File: src/rtl/ctrl_pkg.sv
// Shared encodings for the multi-cycle sequencing controller: FSM states,
// opcode map, ALU operation codes and PC source selects.
package ctrl_pkg;

  typedef enum logic [3:0] {
    S_IDLE     = 4'd0,
    S_FETCH    = 4'd1,
    S_DECODE   = 4'd2,
    S_EXEC_R   = 4'd3,
    S_WB_R     = 4'd4,
    S_EXEC_I   = 4'd5,
    S_WB_I     = 4'd6,
    S_MEM_ADDR = 4'd7,
    S_MEM_RD   = 4'd8,
    S_MEM_WB   = 4'd9,
    S_MEM_WR   = 4'd10,
    S_BRANCH   = 4'd11,
    S_JUMP     = 4'd12,
    S_HALT     = 4'd13
  } state_t;

  localparam logic [3:0] OP_RTYPE = 4'b0000;
  localparam logic [3:0] OP_ADDI  = 4'b0001;
  localparam logic [3:0] OP_ANDI  = 4'b0010;
  localparam logic [3:0] OP_ORI   = 4'b0011;
  localparam logic [3:0] OP_LW    = 4'b0100;
  localparam logic [3:0] OP_SW    = 4'b0101;
  localparam logic [3:0] OP_BEQ   = 4'b0110;
  localparam logic [3:0] OP_J     = 4'b0111;
  localparam logic [3:0] OP_HALT  = 4'b1111;

  localparam logic [2:0] ALU_ADD   = 3'b000;
  localparam logic [2:0] ALU_SUB   = 3'b001;
  localparam logic [2:0] ALU_FUNCT = 3'b010;
  localparam logic [2:0] ALU_AND   = 3'b011;
  localparam logic [2:0] ALU_OR    = 3'b100;

  localparam logic [1:0] PC_PLUS1  = 2'b00;
  localparam logic [1:0] PC_BRANCH = 2'b01;
  localparam logic [1:0] PC_JUMP   = 2'b10;

  // DECODE successor for an opcode; S_IDLE marks an undefined opcode.
  function automatic state_t decode_next(input logic [3:0] op);
    case (op)
      OP_RTYPE:                 return S_EXEC_R;
      OP_ADDI, OP_ANDI, OP_ORI: return S_EXEC_I;
      OP_LW, OP_SW:             return S_MEM_ADDR;
      OP_BEQ:                   return S_BRANCH;
      OP_J:                     return S_JUMP;
      OP_HALT:                  return S_HALT;
      default:                  return S_IDLE;
    endcase
  endfunction

endpackage

File: src/rtl/multi_cycle_ctrl.sv
// Moore sequencing FSM stepping each instruction through fetch/decode/execute/
// memory/writeback, with a retired-instruction counter and sticky illegal flag.
module multi_cycle_ctrl
  import ctrl_pkg::*;
#(
  parameter int CNT_W = 16
) (
  input  logic             clk,
  input  logic             rst_n,
  input  logic             en,
  input  logic [3:0]       opcode,
  input  logic             zero,
  input  logic             mem_ready,
  output logic             mem_req,
  output logic             mem_we,
  output logic             i_or_d,
  output logic             ir_we,
  output logic             pc_we,
  output logic [1:0]       pc_src,
  output logic             reg_write,
  output logic             reg_dst,
  output logic             alu_src,
  output logic             mem_to_reg,
  output logic             ext_op,
  output logic [2:0]       alu_op,
  output logic [3:0]       state,
  output logic             halted,
  output logic             illegal_op,
  output logic [CNT_W-1:0] instr_count
);

  state_t           r_state;
  state_t           w_next;
  logic             w_retire;
  logic             w_illegal;
  logic             r_illegal;
  logic [CNT_W-1:0] r_count;

  // Memory handshake: mem_req/mem_we/i_or_d are pure state decode, so they
  // hold steady across wait cycles; the access completes in the cycle where
  // mem_ready is high, and mem_ready is ignored in every other state.
  always_comb begin
    w_next    = S_IDLE;
    w_retire  = 1'b0;
    w_illegal = 1'b0;
    case (r_state)
      S_IDLE:     w_next = en ? S_FETCH : S_IDLE;
      S_FETCH:    w_next = mem_ready ? S_DECODE : S_FETCH;
      S_DECODE: begin
        w_next = decode_next(opcode);
        if (w_next == S_IDLE) begin
          w_illegal = 1'b1;
          w_next    = en ? S_FETCH : S_IDLE;
        end
      end
      S_EXEC_R:   w_next = S_WB_R;
      S_EXEC_I:   w_next = S_WB_I;
      S_MEM_ADDR: w_next = (opcode == OP_SW) ? S_MEM_WR : S_MEM_RD;
      S_MEM_RD:   w_next = mem_ready ? S_MEM_WB : S_MEM_RD;
      S_MEM_WR: begin
        w_next   = S_MEM_WR;
        w_retire = mem_ready;
      end
      S_WB_R, S_WB_I, S_MEM_WB, S_BRANCH, S_JUMP: w_retire = 1'b1;
      S_HALT:     w_next = S_HALT;
      default:    w_next = S_IDLE;
    endcase
    if (w_retire) begin
      w_next = en ? S_FETCH : S_IDLE;
    end
  end

  always_ff @(posedge clk or negedge rst_n) begin
    if (!rst_n) begin
      r_state   <= S_IDLE;
      r_count   <= '0;
      r_illegal <= 1'b0;
    end else begin
      r_state <= w_next;
      if (w_retire) begin
        r_count <= r_count + CNT_W'(1);
      end
      if (w_illegal) begin
        r_illegal <= 1'b1;
      end
    end
  end

  always_comb begin
    mem_req    = 1'b0;
    mem_we     = 1'b0;
    i_or_d     = 1'b0;
    ir_we      = 1'b0;
    pc_we      = 1'b0;
    pc_src     = PC_PLUS1;
    reg_write  = 1'b0;
    reg_dst    = 1'b0;
    alu_src    = 1'b0;
    mem_to_reg = 1'b0;
    ext_op     = 1'b0;
    alu_op     = ALU_ADD;
    halted     = 1'b0;
    case (r_state)
      S_FETCH: begin
        mem_req = 1'b1;
        ir_we   = mem_ready;
        pc_we   = mem_ready;
      end
      S_DECODE, S_MEM_ADDR: begin
        alu_src = 1'b1;
        ext_op  = 1'b1;
      end
      S_EXEC_R: alu_op = ALU_FUNCT;
      S_WB_R: begin
        reg_write = 1'b1;
        reg_dst   = 1'b1;
      end
      S_EXEC_I: begin
        alu_src = 1'b1;
        case (opcode)
          OP_ANDI: alu_op = ALU_AND;
          OP_ORI:  alu_op = ALU_OR;
          default: ext_op = 1'b1;
        endcase
      end
      S_WB_I: reg_write = 1'b1;
      S_MEM_RD: begin
        mem_req = 1'b1;
        i_or_d  = 1'b1;
      end
      S_MEM_WB: begin
        reg_write  = 1'b1;
        mem_to_reg = 1'b1;
      end
      S_MEM_WR: begin
        mem_req = 1'b1;
        mem_we  = 1'b1;
        i_or_d  = 1'b1;
      end
      S_BRANCH: begin
        alu_op = ALU_SUB;
        pc_src = PC_BRANCH;
        pc_we  = zero;
      end
      S_JUMP: begin
        pc_we  = 1'b1;
        pc_src = PC_JUMP;
      end
      S_HALT:  halted = 1'b1;
      default: ;
    endcase
  end

  assign state       = r_state;
  assign illegal_op  = r_illegal;
  assign instr_count = r_count;

endmodule
File: config.mk
export PLATFORM = sky130hd
export DESIGN_NAME = multi_cycle_ctrl
export DESIGN_NICKNAME = d
export VERILOG_FILES = /design/src/rtl/ctrl_pkg.sv /design/src/rtl/multi_cycle_ctrl.sv
export SDC_FILE = /design/constraint.sdc
export NUM_CORES = 1
export LEC_CHECK = 0
export CORE_MARGIN = 2
export CORE_UTILIZATION = 49
export DETAILED_ROUTE_END_ITERATION = 8
export GPL_TIMING_DRIVEN = 1
export PLACE_DENSITY_LB_ADDON = 0.3
export SETUP_SLACK_MARGIN = 0.4
export SLEW_MARGIN = 10
export SYNTH_ARGS = -nofsm -noshare
export SYNTH_HDL_FRONTEND = slang
export SYNTH_SLANG_ARGS = --single-unit
File: constraint.sdc
create_clock -name clk -period 5.1 [get_ports clk]
set_clock_uncertainty 0.15 [all_clocks]
set_input_delay 0.765 -clock clk [delete_from_list [all_inputs] [get_ports clk]]
set_output_delay 0.765 -clock clk [all_outputs]
set_load 0.01 [all_outputs]
### Word level (Yosys, flattened, before mapping)

Memory sizes are Yosys's and may differ from the RTL's.
Cells that the tools add are included.

* flip-flop bits (word level): 21
* memory bits (read-only): 64
* bits of input ports: 9
* output and inout bits: 37
* logic and storage cells: 56
* memories: 1

* add/sub/neg operators: 1
* equal/unequal tests: 16
* mux-type cells: 26
* reductions and logical operators: 9

Memory list
* (name not given): depth 16, bits a word 4, rd ports 1, clocked after memory_dff 0, write ports 0, line ctrl_pkg.sv:44 `case (op)`

Operators by type and width (count)
* 4-bit one-hot mux with 9 select lines: 1
* 4-bit == test, second input constant: 6
* 4-bit by 3-bit == test with 1-bit output, second input constant: 5
* 16-bit by 1-bit adder with 16-bit output, second input constant: 1
* 4-bit by 2-bit == test with 1-bit output, second input constant: 4
* 1-bit two-way mux: 14
* 4-bit two-way mux: 3
* 3-bit one-hot mux with 3 select lines: 1
* 3-bit OR reduction: 3
* 4-bit zero test: 2
* 3-bit one-hot mux with 2 select lines: 1
* 2-bit OR reduction: 3
* 5-bit OR reduction: 1
* 4-bit by 1-bit == test with 1-bit output, second input constant: 1
* 2-bit two-way mux: 2
* 1-bit one-hot mux with 2 select lines: 2
* 2-bit one-hot mux with 2 select lines: 1
* 1-bit one-hot mux with 3 select lines: 1

### Logic depth before layout (Yosys ltp)

Gate-level depths: netlist of the first run.

* depth after elaboration: 6
* mapped depth: 6
* mapped depth without buffers: 4

### Worst setup path before layout of the first run

OpenSTA, ideal clock, no wires.

* path kind: input to output
* start point: input opcode[1]
* end point: output alu_op[0]
* arrival: 1.709 ns
* data required time: 4.185 ns
* setup slack: 2.476 ns
* cell stages on the path: 4
* path buffers: 0
* cells stage by stage: nor2b_1 nand2b_1 or4_1 a21oi_1

* longest elaborated chain between the ends: 3
* elaborated cells on any way between the ends: 4
* classes of those cells: 2 x eq/ne; 2 x mux

RTL lines
* start, declared: line multi_cycle_ctrl.sv:11 `input logic [3:0] opcode,`
* 4-bit by 2-bit == test with 1-bit output: line multi_cycle_ctrl.sv:120 `case (opcode)`
* 3-bit one-hot mux with 2 select lines (*): line multi_cycle_ctrl.sv:120
* 3-bit one-hot mux with 3 select lines (*): line multi_cycle_ctrl.sv:103 `case (r_state)`
* end, declared: line multi_cycle_ctrl.sv:25 `output logic [2:0] alu_op,`

Mark *: on every way between the ends. The rest lies on a longest branch, timed or not.

### Worst setup path after layout of the first run

Ends and elaborated chain as after synthesis.

==> results of run 1 <==
==> through the flow <==
| step | cells | instance area (sq um) | hold WS [ps] | setup slack [ps] |
|---|---|---|---|---|
| 2_1_floorplan | 152 | 1370 | 319 | 2480 |
| 3_3_place_gp | 219 | 1800 | 304 | 1470 |
| 3_5_place_dp | 219 | 1800 | 323 | 1380 |
| 4_1_cts | 223 | 1830 | 345 | 1380 |
| 5_1_grt | 223 | 1830 | 379 | 1260 |
| 6_report | 223 | 1830 | 336 | 1390 |
==> power breakdown <==
group	internal, mW	switching (mW)
Combinational	0.260	0.222
Sequential	0.209	0.118
Clock	0.0305	0.0507
==> cell families after synthesis <==
group	Yosys count
AND/OR/NAND/NOR	73
AO/OA/AOI/OAI	27
adder cells (fa/ha/maj)	1
XOR/XNOR	16
flip-flops	21
buffers and inverters	12
multiplexers	2
==> critical path, stage by stage <==
cell and delay (ps):
sky130_fd_sc_hd__clkdlybuf4s50_1 500, sky130_fd_sc_hd__nor2b_1 250, sky130_fd_sc_hd__nand2b_1 150, sky130_fd_sc_hd__or4_1 410, sky130_fd_sc_hd__a21oi_1 170, sky130_fd_sc_hd__clkdlybuf4s50_1 550
==> synth_stat cells (all sizes together), types with 2 or more instances <==
cell,count
nand2,15
nand2b,10
mux2,2
a2111oi,2
nor3b,2
inv,3
o22ai,2
nor4,7
dfrtp,21
nor4b,3
clkbuf,3
nor3,6
o21ai,6
nor2b,2
and4,2
xor2,13
nand3,6
a21oi,7
or2,2
buf,6
xnor2,3
nor2,11
nand3b,2
==> layout make-up <==
type,instances,area [sq um],area share
Timing Repair Buffer,45,450,0.246
Multi-Input combinational cell,119,778,0.425
Inverter,3,11.3,0.00615
Tap cell,31,38.8,0.0212
Sequential cell,21,526,0.287
Clock buffer,4,26.3,0.0144
==> layer usage <==
| layer | track usage | vias up |
|---|---|---|
| li1 | - | 626 |
| met5 | 0 | - |
| met2 | 0.358 | 40 |
| met4 | 0.0465 | 0 |
| met3 | 0.0454 | 4 |
| met1 | 0.299 | 653 |
==> sequential cells by signal, summed over array words and instances (netlist names) <==
name	flops
instr_count	16
state	4
illegal_op	1
==> worst max path at each step <==
stage,slack (ps),endpoint
after global placement,1470,alu_op[0]
after global routing,1260,alu_op[0]
after CTS,1380,alu_op[0]
after floorplan,2480,alu_op[0]
after detailed placement,1380,alu_op[0]
final,1390,alu_op[0]
==> cell usage in the layout (no fill, tap or decap), types with 2 or more instances in the layout <==
master and instances:
sky130_fd_sc_hd__and4_1 2, sky130_fd_sc_hd__nor2_1 11, sky130_fd_sc_hd__clkbuf_4 3, sky130_fd_sc_hd__nand2_1 15, sky130_fd_sc_hd__nand3b_1 2, sky130_fd_sc_hd__a21oi_1 7, sky130_fd_sc_hd__dfrtp_1 21, sky130_fd_sc_hd__clkdlybuf4s50_1 45
sky130_fd_sc_hd__xor2_1 13, sky130_fd_sc_hd__nor3b_1 2, sky130_fd_sc_hd__nor3_1 6, sky130_fd_sc_hd__nand3_1 6, sky130_fd_sc_hd__o22ai_1 2, sky130_fd_sc_hd__mux2_2 2, sky130_fd_sc_hd__o21ai_0 6, sky130_fd_sc_hd__nor2b_1 2
sky130_fd_sc_hd__inv_1 3, sky130_fd_sc_hd__nor4_1 6, sky130_fd_sc_hd__xnor2_1 3, sky130_fd_sc_hd__nand2b_1 9, sky130_fd_sc_hd__nor4b_1 3
==> impl_metrics.csv, run 1 <==
group,metric,value,unit
final_layout,drive_gt1_frac,0.0625,
global_route,largest_net_degree_at_the_start_of_global_routing,23,
worst_setup_path,timing.rr.end,"state[1]$_DFF_PN0_",
die,floorplan.io_pins,46,
pwr,total_leakage_power,0.651,nW
die,core_area,2710,sq um
timing,maxSlewHeadroom,0.361,
clock_tree,tritoncts,"done",
timing,post-route-period-util,0.728,
min_path,hold_path_depth,1,
worst_setup_path,end_kind,"primary output",
final_layout,final_nets,203,
final_layout,fill_cells,237,
drt,uppermost_layer_routed,"met4",
flow_run,drv.max_cap_violation_count,0,
timing,worstMarginPinSlew,956,ps
status,run_status,"finished, final reports clean",
die,total_die_area,3240,sq um
global_route,grt_pass1_vias,1205,
logic_synthesis,compound_cell_area_share_of_the_yosys_netlist,0.134,
drt,drc_violation_count_after_routing,0,
clock_tree,cts_root_buf,"sky130_fd_sc_hd__clkbuf_4",
worst_setup_path,critPathRequiredTime,4180,ps
final_layout,final_util,0.675,
drt,via_per_inst,5.93,
timing,report.final.setup_viol,0,
worst_setup_path,timing.critical_path.from_type,"input pin",
logic_synthesis,synthesized_area,1370,sq um
place,post-dp-hpwl,2.49,mm
place,place.port_buffers,45,
clock_tree,clk-insertion-delay-late,300,ps
drt,routed_wire_length_per_instance,15.6,um
drt,ant_nets,0,
timing,fin_tns_setup,0,ps
clock_tree,max-clock-path-buffers,2,
logic_synthesis,yosys_most_used_dff,"sky130_fd_sc_hd__dfrtp_1",
drt,num_vias,1323,
timing,rsz_0062_raised_after_global_routing,"false",
worst_setup_path,timing.critical_path.arrival,2800,ps
drt,detail_route.iter0.violations,48,
logic_synthesis,synth_mux_area_frac,0.0164,
die,die_h,57.0,um
worst_setup_path,crit_type,"input pin to primary output",
logic_synthesis,netlist_top_cells_area,"sky130_fd_sc_hd__dfrtp_1, sky130_fd_sc_hd__xor2_1, sky130_fd_sc_hd__nand2_1",
worst_setup_path,worstReg2RegStart,"state[1]$_DFF_PN0_",
min_path,hp-class,"register to register",
global_route,gr-usage-all-layers,0.217,
die,chip_width,57.0,um
logic_synthesis,simple_gate_share_of_the_synthesized_area,0.305,
drt,routed-wl-met2,1.76,mm
global_route,grt.overflow.total,0,
drt,wl_met1,1.55,mm
die,rows,19,
clock_tree,cts.repair_timing.setup_buffer_count,0,
worst_setup_path,regToRegSetupSlack,2930,ps
place,finalWeightedCongestion,0.913,
logic_synthesis,synth.yosys.seq_area_share,0.383,
logic_synthesis,yosysUniqueCellTypes,45,
logic_synthesis,synth_xor_area_frac,0.102,
clock_tree,cts_resized,0,
timing,achievable-frequency,269,MHz
logic_synthesis,syn-instance-count,152,
logic_synthesis,yosys_warnings,0,
logic_synthesis,largest_family_of_logic_cells_by_synthesized_area,"simple AND/OR/NAND/NOR gates",
final_layout,antenna_cells,0,
worst_setup_path,timing.critical_path.fanout_max,4,
clock_tree,worst_setup_hold_path_clk_slew,110,ps
logic_synthesis,synth-async-reset-ratio,1.00,
clock_tree,cts_hold_repair.buffers,0,
logic_synthesis,synthDominantCellAreaShare,0.383,
timing,drv_slew,0,
logic_synthesis,ys_ff_latch,21,
timing,hold_viol_final,0,
logic_synthesis,yosys.area_share.adder,0.00911,
clock_tree,tritoncts_num_sinks,21,
pwr,max-vdd-ir-drop,0.369,mV
timing,timing.final.crit_period,3710,ps
logic_synthesis,synth_enable_flop_cells,0,
drt,drt-pass1-iter-count,4,
drt,finalWirelength,3.48,mm
die,effective_utilization_at_floorplan,0.507,
clock_tree,numCtsBuffers,3,
min_path,hold-path-endpoint,"instr_count[15]$_DFFE_PN0N_",
min_path,worstHoldStart,"instr_count[15]$_DFFE_PN0N_",
global_route,first_pass_grt_wire_length,5.69,mm
clock_tree,cts-htree-levels,1,
logic_synthesis,synth_top_cell_by_area,"sky130_fd_sc_hd__dfrtp_1",
drt,dr_wl_met3,139,um
logic_synthesis,synth_area_per_cell,9.04,sq um
pwr,total_power,891,uW
pwr,power_density,487,nW/um^2
final_layout,areaGrowthSynthToFinish,33.2,%
global_route,grt_antenna_before_repair,0,
logic_synthesis,synth.net_count,162,
worst_setup_path,worstSetupStartpoint,"opcode[1]",
worst_setup_path,rr_worst_depth,4,
Note: power is estimated with default switching activity, not from simulation.
==> run 2: changes to the inputs <==
--- a/config.mk
+++ b/config.mk
@@ -6,7 +6,7 @@
 export NUM_CORES = 1
 export LEC_CHECK = 0
 export CORE_MARGIN = 2
-export CORE_UTILIZATION = 49
+export CORE_UTILIZATION = 41
 export DETAILED_ROUTE_END_ITERATION = 8
 export GPL_TIMING_DRIVEN = 1
 export PLACE_DENSITY_LB_ADDON = 0.3
==> constraint.sdc (replaced) <==
create_clock -name clk -period 3.1 [get_ports clk]
set_clock_uncertainty 0.15 [all_clocks]
set_input_delay 0.465 -clock clk [delete_from_list [all_inputs] [get_ports clk]]
set_output_delay 0.465 -clock clk [all_outputs]
set_load 0.01 [all_outputs]
==> run 2 against run 1 <==
  * Global-route usage fell by 2.7 points
  * Core utilization fell by 9.4 points
  * Worst hold slack got worse by 1.2 ps
  * Non-clock buffer count rose by 6
  * Final area rose by 4.2%
  * Critical path depth fell by 3
  * Critical path type is now register to primary output
  * Sequential power rose by 35%
  * Count of clock-buffer cells in the layout fell by 1
  * First-iteration DRC count rose by 110%
  * Clock power rose by 58%
==> impl_metrics.csv, run 2 (same netlist as run 1, synthesis figures left out) <==
group,metric,value,unit
timing,rsz_0062_raised_after_global_routing,"false",
timing,maxSlewHeadroom,0.389,
worst_setup_path,timing.critical_path.fanout_max,10,
worst_setup_path,critPathSlowestCell,"sky130_fd_sc_hd__clkdlybuf4s50_1",
place,finalWeightedCongestion,0.787,
worst_setup_path,worstReg2RegStart,"state[0]$_DFF_PN0_",
global_route,largest_net_degree_at_the_start_of_global_routing,22,
flow_run,drv.max_cap_violation_count,0,
worst_setup_path,timing.rr.end,"state[1]$_DFF_PN0_",
timing,report.final.setup_viol,0,
place,place.port_buffers,45,
final_layout,flip_flop_count_of_the_largest_register_all_copies_and_words_added,16,
final_layout,drive_gt1_frac,0.116,
place,post-dp-hpwl,2.44,mm
die,floorplan.io_pins,46,
timing,post-route-period-util,0.835,
pwr,max-vdd-ir-drop,0.412,mV
die,core_area,3280,sq um
drt,num_vias,1279,
drt,detail_route.iter0.violations,99,
worst_setup_path,worst_path_dominant_cell_family,"simple AND/OR/NAND/NOR gates",
worst_setup_path,crit_type,"register to primary output",
clock_tree,numCtsBuffers,3,
worst_setup_path,worst-path-buf-inv,1,
final_layout,layout.cells.most_common,"sky130_fd_sc_hd__clkdlybuf4s50_1",
timing,hold_viol_final,0,
timing,achievable-frequency,386,MHz
final_layout,fill_cells,298,
clock_tree,cts_hold_repair.buffers,0,
drt,ant_nets,0,
drt,via_per_inst,5.24,
worst_setup_path,rr_worst_depth,5,
min_path,hold_path_depth,1,
place,dp_cells,240,
min_path,worstHoldStart,"instr_count[15]$_DFFE_PN0N_",
clock_tree,tritoncts,"done",
min_path,hold-path-endpoint,"instr_count[15]$_DFFE_PN0N_",
final_layout,area_of_combinational_cells_with_multiple_inputs,792,sq um
clock_tree,cts-htree-levels,1,
clock_tree,max-clock-path-buffers,2,
pwr,total_leakage_power,0.724,nW
final_layout,final_util,0.581,
timing,worstMarginPinSlew,914,ps
pwr,total_power,1.47,mW
worst_setup_path,critPathRequiredTime,2480,ps
drt,finalWirelength,3.29,mm
clock_tree,cts.repair_timing.setup_buffer_count,0,
pwr,power_density,770,nW/um^2
clock_tree,tritoncts_num_sinks,21,
global_route,first_pass_grt_wire_length,5.42,mm
final_layout,finalNonFillerCells,244,
worst_setup_path,regToRegSetupSlack,1030,ps
die,effective_utilization_at_floorplan,0.418,
final_layout,areaGrowthSynthToFinish,38.9,%
worst_setup_path,timing.critical_path.arrival,1970,ps
die,total_die_area,3830,sq um
drt,drt-pass1-iter-count,4,
global_route,grt_pass1_vias,1208,
timing,timing.final.crit_period,2590,ps
final_layout,most-common-layout-cells,"sky130_fd_sc_hd__clkdlybuf4s50_1, sky130_fd_sc_hd__dfrtp_1, sky130_fd_sc_hd__nand2_1",
die,die_h,61.9,um
drt,routed_wire_length_per_instance,13.5,um
status,run_status,"finished, final reports clean",
worst_setup_path,critical_path.max_stage_delay,600,ps
clock_tree,clk-insertion-delay-late,300,ps
global_route,grt.overflow.total,0,
global_route,gr-usage-all-layers,0.190,
die,rows,21,
min_path,hp-class,"register to register",
worst_setup_path,timing.critical_path.from_type,"register",
worst_setup_path,end_kind,"primary output",
timing,fin_tns_setup,0,ps
final_layout,final_nets,209,
final_layout,antenna_cells,0,
worst_setup_path,critical_path.cell_chain,"nand2b_1 > nor4b_1 > clkdlybuf4s50_1",
clock_tree,cts_root_buf,"sky130_fd_sc_hd__clkbuf_4",
die,chip_width,61.9,um
final_layout,layout.area.seq,527,sq um
clock_tree,worst_setup_hold_path_clk_slew,120,ps
drt,drc_violation_count_after_routing,0,
timing,drv_slew,0,
global_route,grt_antenna_before_repair,0,
-- run 2: changes by cell type in the layout (fill, tap and decap cells not counted), sizes merged --
cell | before | now
buf | 0 | 6
clkinv | 0 | 1
dlygate4sd2 | 0 | 2
dlymetal6s2s | 0 | 2
clkdlybuf4s50 | 45 | 40
-- run 2: worst max-delay path by stage --
stage                     cells after the start  slack [ps]   endpoint          startpoint
final                                         3         510      ir_we  state[1]$_DFF_PN0_
after global routing                          3         400      ir_we  state[1]$_DFF_PN0_
after CTS                                     6         400  alu_op[0]           opcode[1]
after detailed placement                      6          60  alu_op[0]           opcode[1]
after global placement                        6         110  alu_op[0]           opcode[1]
after floorplan                               4        1060  alu_op[0]  state[3]$_DFF_PN0_
-- run 2: what timing repair did --
item                                    CTS  global route
endpoints found under the setup margin    3             5
endpoints found under the hold margin     0             0
pin swaps                                 0             0
resized for setup                         6             5
-- run 2: per-stage QoR --
step           area [sq um]  setup WS (ps)  hold slack [ps]
2_1_floorplan          1370           1060             19.4
3_3_place_gp           1870            106              308
5_1_grt                1910            405              362
3_5_place_dp           1870           55.2              320
4_1_cts                1910            404              340
6_report               1910            510              335
-- run 2: metal layers --
metal / track usage / part of all wire
met4: 0.0821 / 0.0061
met3: 0.0248 / 0.043
met2: 0.310 / 0.50
met5: 0 / 0
met1: 0.254 / 0.45
-- run 2: area by class of cell --
type                            count  area share
Multi-Input combinational cell    119       0.415
Sequential cell                    21       0.276
Timing Repair Buffer               51       0.258
Tap cell                           46      0.0302
Clock buffer                        3      0.0118
Inverter                            3     0.00590
Clock inverter                      1     0.00262
-- run 2: where the power goes --
group / total, mW / switching [mW] / internal, mW
logic: 0.901 / 0.447 / 0.454
registers: 0.441 / 0.0931 / 0.348
clock network: 0.128 / 0.0799 / 0.0481
-- run 2: worst register-to-register path, cell delays in order, from the launching register on --
cell,delay [ps]
sky130_fd_sc_hd__dfrtp_2,490
sky130_fd_sc_hd__buf_4,210
sky130_fd_sc_hd__or4b_4,570
sky130_fd_sc_hd__a2111oi_2,320
sky130_fd_sc_hd__or2_1,160
sky130_fd_sc_hd__a32o_1,120
==> run 3: changes to the inputs <==
--- a/config.mk
+++ b/config.mk
@@ -6,7 +6,7 @@
 export NUM_CORES = 1
 export LEC_CHECK = 0
 export CORE_MARGIN = 2
-export CORE_UTILIZATION = 41
+export CORE_UTILIZATION = 45
 export DETAILED_ROUTE_END_ITERATION = 8
 export GPL_TIMING_DRIVEN = 1
 export PLACE_DENSITY_LB_ADDON = 0.3
==> constraint.sdc (replaced) <==
create_clock -name clk -period 2.6 [get_ports clk]
set_clock_uncertainty 0.15 [all_clocks]
set_input_delay 0.39 -clock clk [delete_from_list [all_inputs] [get_ports clk]]
set_output_delay 0.39 -clock clk [all_outputs]
set_load 0.01 [all_outputs]
==> run 3 against run 2 <==
  * Critical path depth increased by 2
  * Largest power group unchanged
  * Core utilization up 11 points
  * Sequential power rose by 18%
  * Largest cell class unchanged
  * Global-route usage increased by 1.3 points
  * Die area shrank 8.3%
==> impl_metrics.csv, run 3 (same netlist as run 1, synthesis figures left out) <==
group,metric,value,unit
global_route,first_pass_grt_wire_length,5.49,mm
clock_tree,numCtsBuffers,3,
flow_run,drv.max_cap_violation_count,0,
clock_tree,tritoncts,"done",
worst_setup_path,crit_type,"register to primary output",
final_layout,layout.area.seq,528,sq um
global_route,grt_pass1_vias,1213,
worst_setup_path,timing.critical_path.arrival,1660,ps
die,core_area,2980,sq um
place,post-dp-hpwl,2.58,mm
timing,hold_ws,249,ps
pwr,power_density,942,nW/um^2
worst_setup_path,critical_path.cell_chain,"buf_4 > nand2b_4 > or4_1 > a21oi_1 > buf_2",
drt,ant_nets,0,
final_layout,post-route-cell-area,2050,sq um
worst_setup_path,end_kind,"primary output",
drt,finalWirelength,3.65,mm
drt,detail_route.iter0.violations,52,
drt,drt-pass1-iter-count,4,
drt,uppermost_layer_routed,"met4",
global_route,gr-usage-all-layers,0.203,
clock_tree,cts-htree-levels,1,
timing,worstMarginPinSlew,384,ps
worst_setup_path,timing.critical_path.fanout_max,4,
final_layout,area_of_combinational_cells_with_multiple_inputs,820,sq um
clock_tree,cts_root_buf,"sky130_fd_sc_hd__clkbuf_4",
final_layout,layout.cells.most_common,"sky130_fd_sc_hd__clkdlybuf4s50_1",
drt,routed_wire_length_per_instance,14.6,um
place,placement.cell_area,1900,sq um
worst_setup_path,worst-path-buf-inv,2,
timing,report.final.setup_viol,0,
worst_setup_path,timing.critical_path.from_type,"register",
timing,maxSlewHeadroom,0.738,
final_layout,flip_flop_count_of_the_largest_register_all_copies_and_words_added,16,
drt,drc_violation_count_after_routing,0,
clock_tree,clk-insertion-delay-late,310,ps
global_route,largest_net_degree_at_the_start_of_global_routing,22,
drt,wl_met1,1.60,mm
die,floorplan.io_pins,46,
worst_setup_path,critical_path.max_stage_delay,460,ps
timing,drv_slew,0,
final_layout,final_nets,227,
die,chip_width,59.3,um
clock_tree,max-clock-path-buffers,2,
place,finalWeightedCongestion,0.819,
final_layout,final_util,0.687,
final_layout,antenna_cells,0,
final_layout,areaGrowthSynthToFinish,48.9,%
worst_setup_path,critPathSlowestCell,"sky130_fd_sc_hd__or4_1",
place,place.port_buffers,45,
die,effective_utilization_at_floorplan,0.461,
timing,fin_tns_setup,0,ps
clock_tree,cts_hold_repair.buffers,0,
global_route,grt.overflow.total,0,
min_path,hp-class,"input pin to asynchronous set/reset pin",
timing,achievable-frequency,454,MHz
drt,via_per_inst,5.59,
clock_tree,tritoncts_num_sinks,21,
final_layout,drive_gt1_frac,0.241,
die,die_h,59.3,um
die,total_die_area,3510,sq um
pwr,max-vdd-ir-drop,0.521,mV
die,rows,20,
worst_setup_path,worst_path_dominant_cell_family,"simple AND/OR/NAND/NOR gates",
worst_setup_path,critPathRequiredTime,2060,ps
pwr,total_leakage_power,0.869,nW
final_layout,most-common-layout-cells,"sky130_fd_sc_hd__clkdlybuf4s50_1, sky130_fd_sc_hd__buf_4, sky130_fd_sc_hd__dfrtp_1",
clock_tree,worst_setup_hold_path_clk_slew,130,ps
final_layout,fill_cells,240,
timing,timing.final.crit_period,2200,ps
drt,routed-wl-met2,1.89,mm
status,run_status,"finished, final reports clean",
timing,post-route-period-util,0.847,
drt,num_vias,1391,
timing,hold_viol_final,0,
timing,rsz_0062_raised_after_global_routing,"true",
drt,dr_wl_met3,108,um
global_route,grt_antenna_before_repair,0,
## run 3: changes by cell type in the layout (fill, tap and decap cells not counted), moves of 2 or more
cell	change
sky130_fd_sc_hd__clkdlybuf4s50_1	-13
sky130_fd_sc_hd__buf_4	+16
sky130_fd_sc_hd__nand2b_1	-2
sky130_fd_sc_hd__dlygate4sd2_1	+6
sky130_fd_sc_hd__buf_2	+4
## run 3: worst reg2reg max path: cells and delay by family (launching register included)
family                 cells  cell delay [ps]
AO/OA/AOI/OAI              2              450
flip-flops                 1              420
buffers and inverters      3              420
AND/OR/NAND/NOR            2              650
## run 3: metal layers
metal	vias up	track usage
li1	674	-
met2	29	0.338
met1	682	0.273
met3	6	0.0240
met4	0	0.0682
met5	-	0
## run 3: through the flow
stage                     setup WS (ps)  power [mW]  std cells
after detailed placement           -170        1.63        233
after global placement             -136        1.60        233
final                               398        1.93        249
after global routing                330        2.06        249
after floorplan                     638        1.17        152
after CTS                           160        1.79        240
## run 3: power by group
group          total [mW]  internal, mW  switching (mW)  leakage, nW
Clock               0.163        0.0587           0.104       0.0139
Combinational        1.24         0.639           0.604        0.625
Sequential          0.521         0.417           0.104        0.230
## run 3: cell type report
| cell class | instances | area share |
|---|---|---|
| clock buffers | 3 | 0.0110 |
| clock inverters | 1 | 0.00367 |
| inverters | 3 | 0.00550 |
| multi-input cells | 119 | 0.401 |
| flip-flops and latches | 21 | 0.258 |
| well taps | 33 | 0.0202 |
| repair buffers | 69 | 0.301 |
## run 3: repair_timing
| item | 4_1_cts | 5_1_grt |
|---|---|---|
| pin swaps | 2 | 2 |
| resized for setup | 36 | 13 |
| cloned | 0 | 0 |
| setup buffers | 3 | 9 |
| endpoints found under the setup margin | 16 | 8 |
## run 3: worst paths after layout
| check | from | end | slack [ps] | cells past startpoint |
|---|---|---|---|---|
| min reg2reg | instr_count[15]$_DFFE_PN0N_ | instr_count[15]$_DFFE_PN0N_ | 330 | 1 |
| max reg2reg | state[2]$_DFF_PN0_ | state[1]$_DFF_PN0_ | 430 | 7 |
| max | state[2]$_DFF_PN0_ | alu_op[0] | 400 | 5 |
| min in group clk | instr_count[15]$_DFFE_PN0N_ | instr_count[15]$_DFFE_PN0N_ | 330 | 1 |
| min | rst_n | instr_count[12]$_DFFE_PN0N_ | 250 | 2 |
| max in group asynchronous | rst_n | state[1]$_DFF_PN0_ | 1800 | 2 |
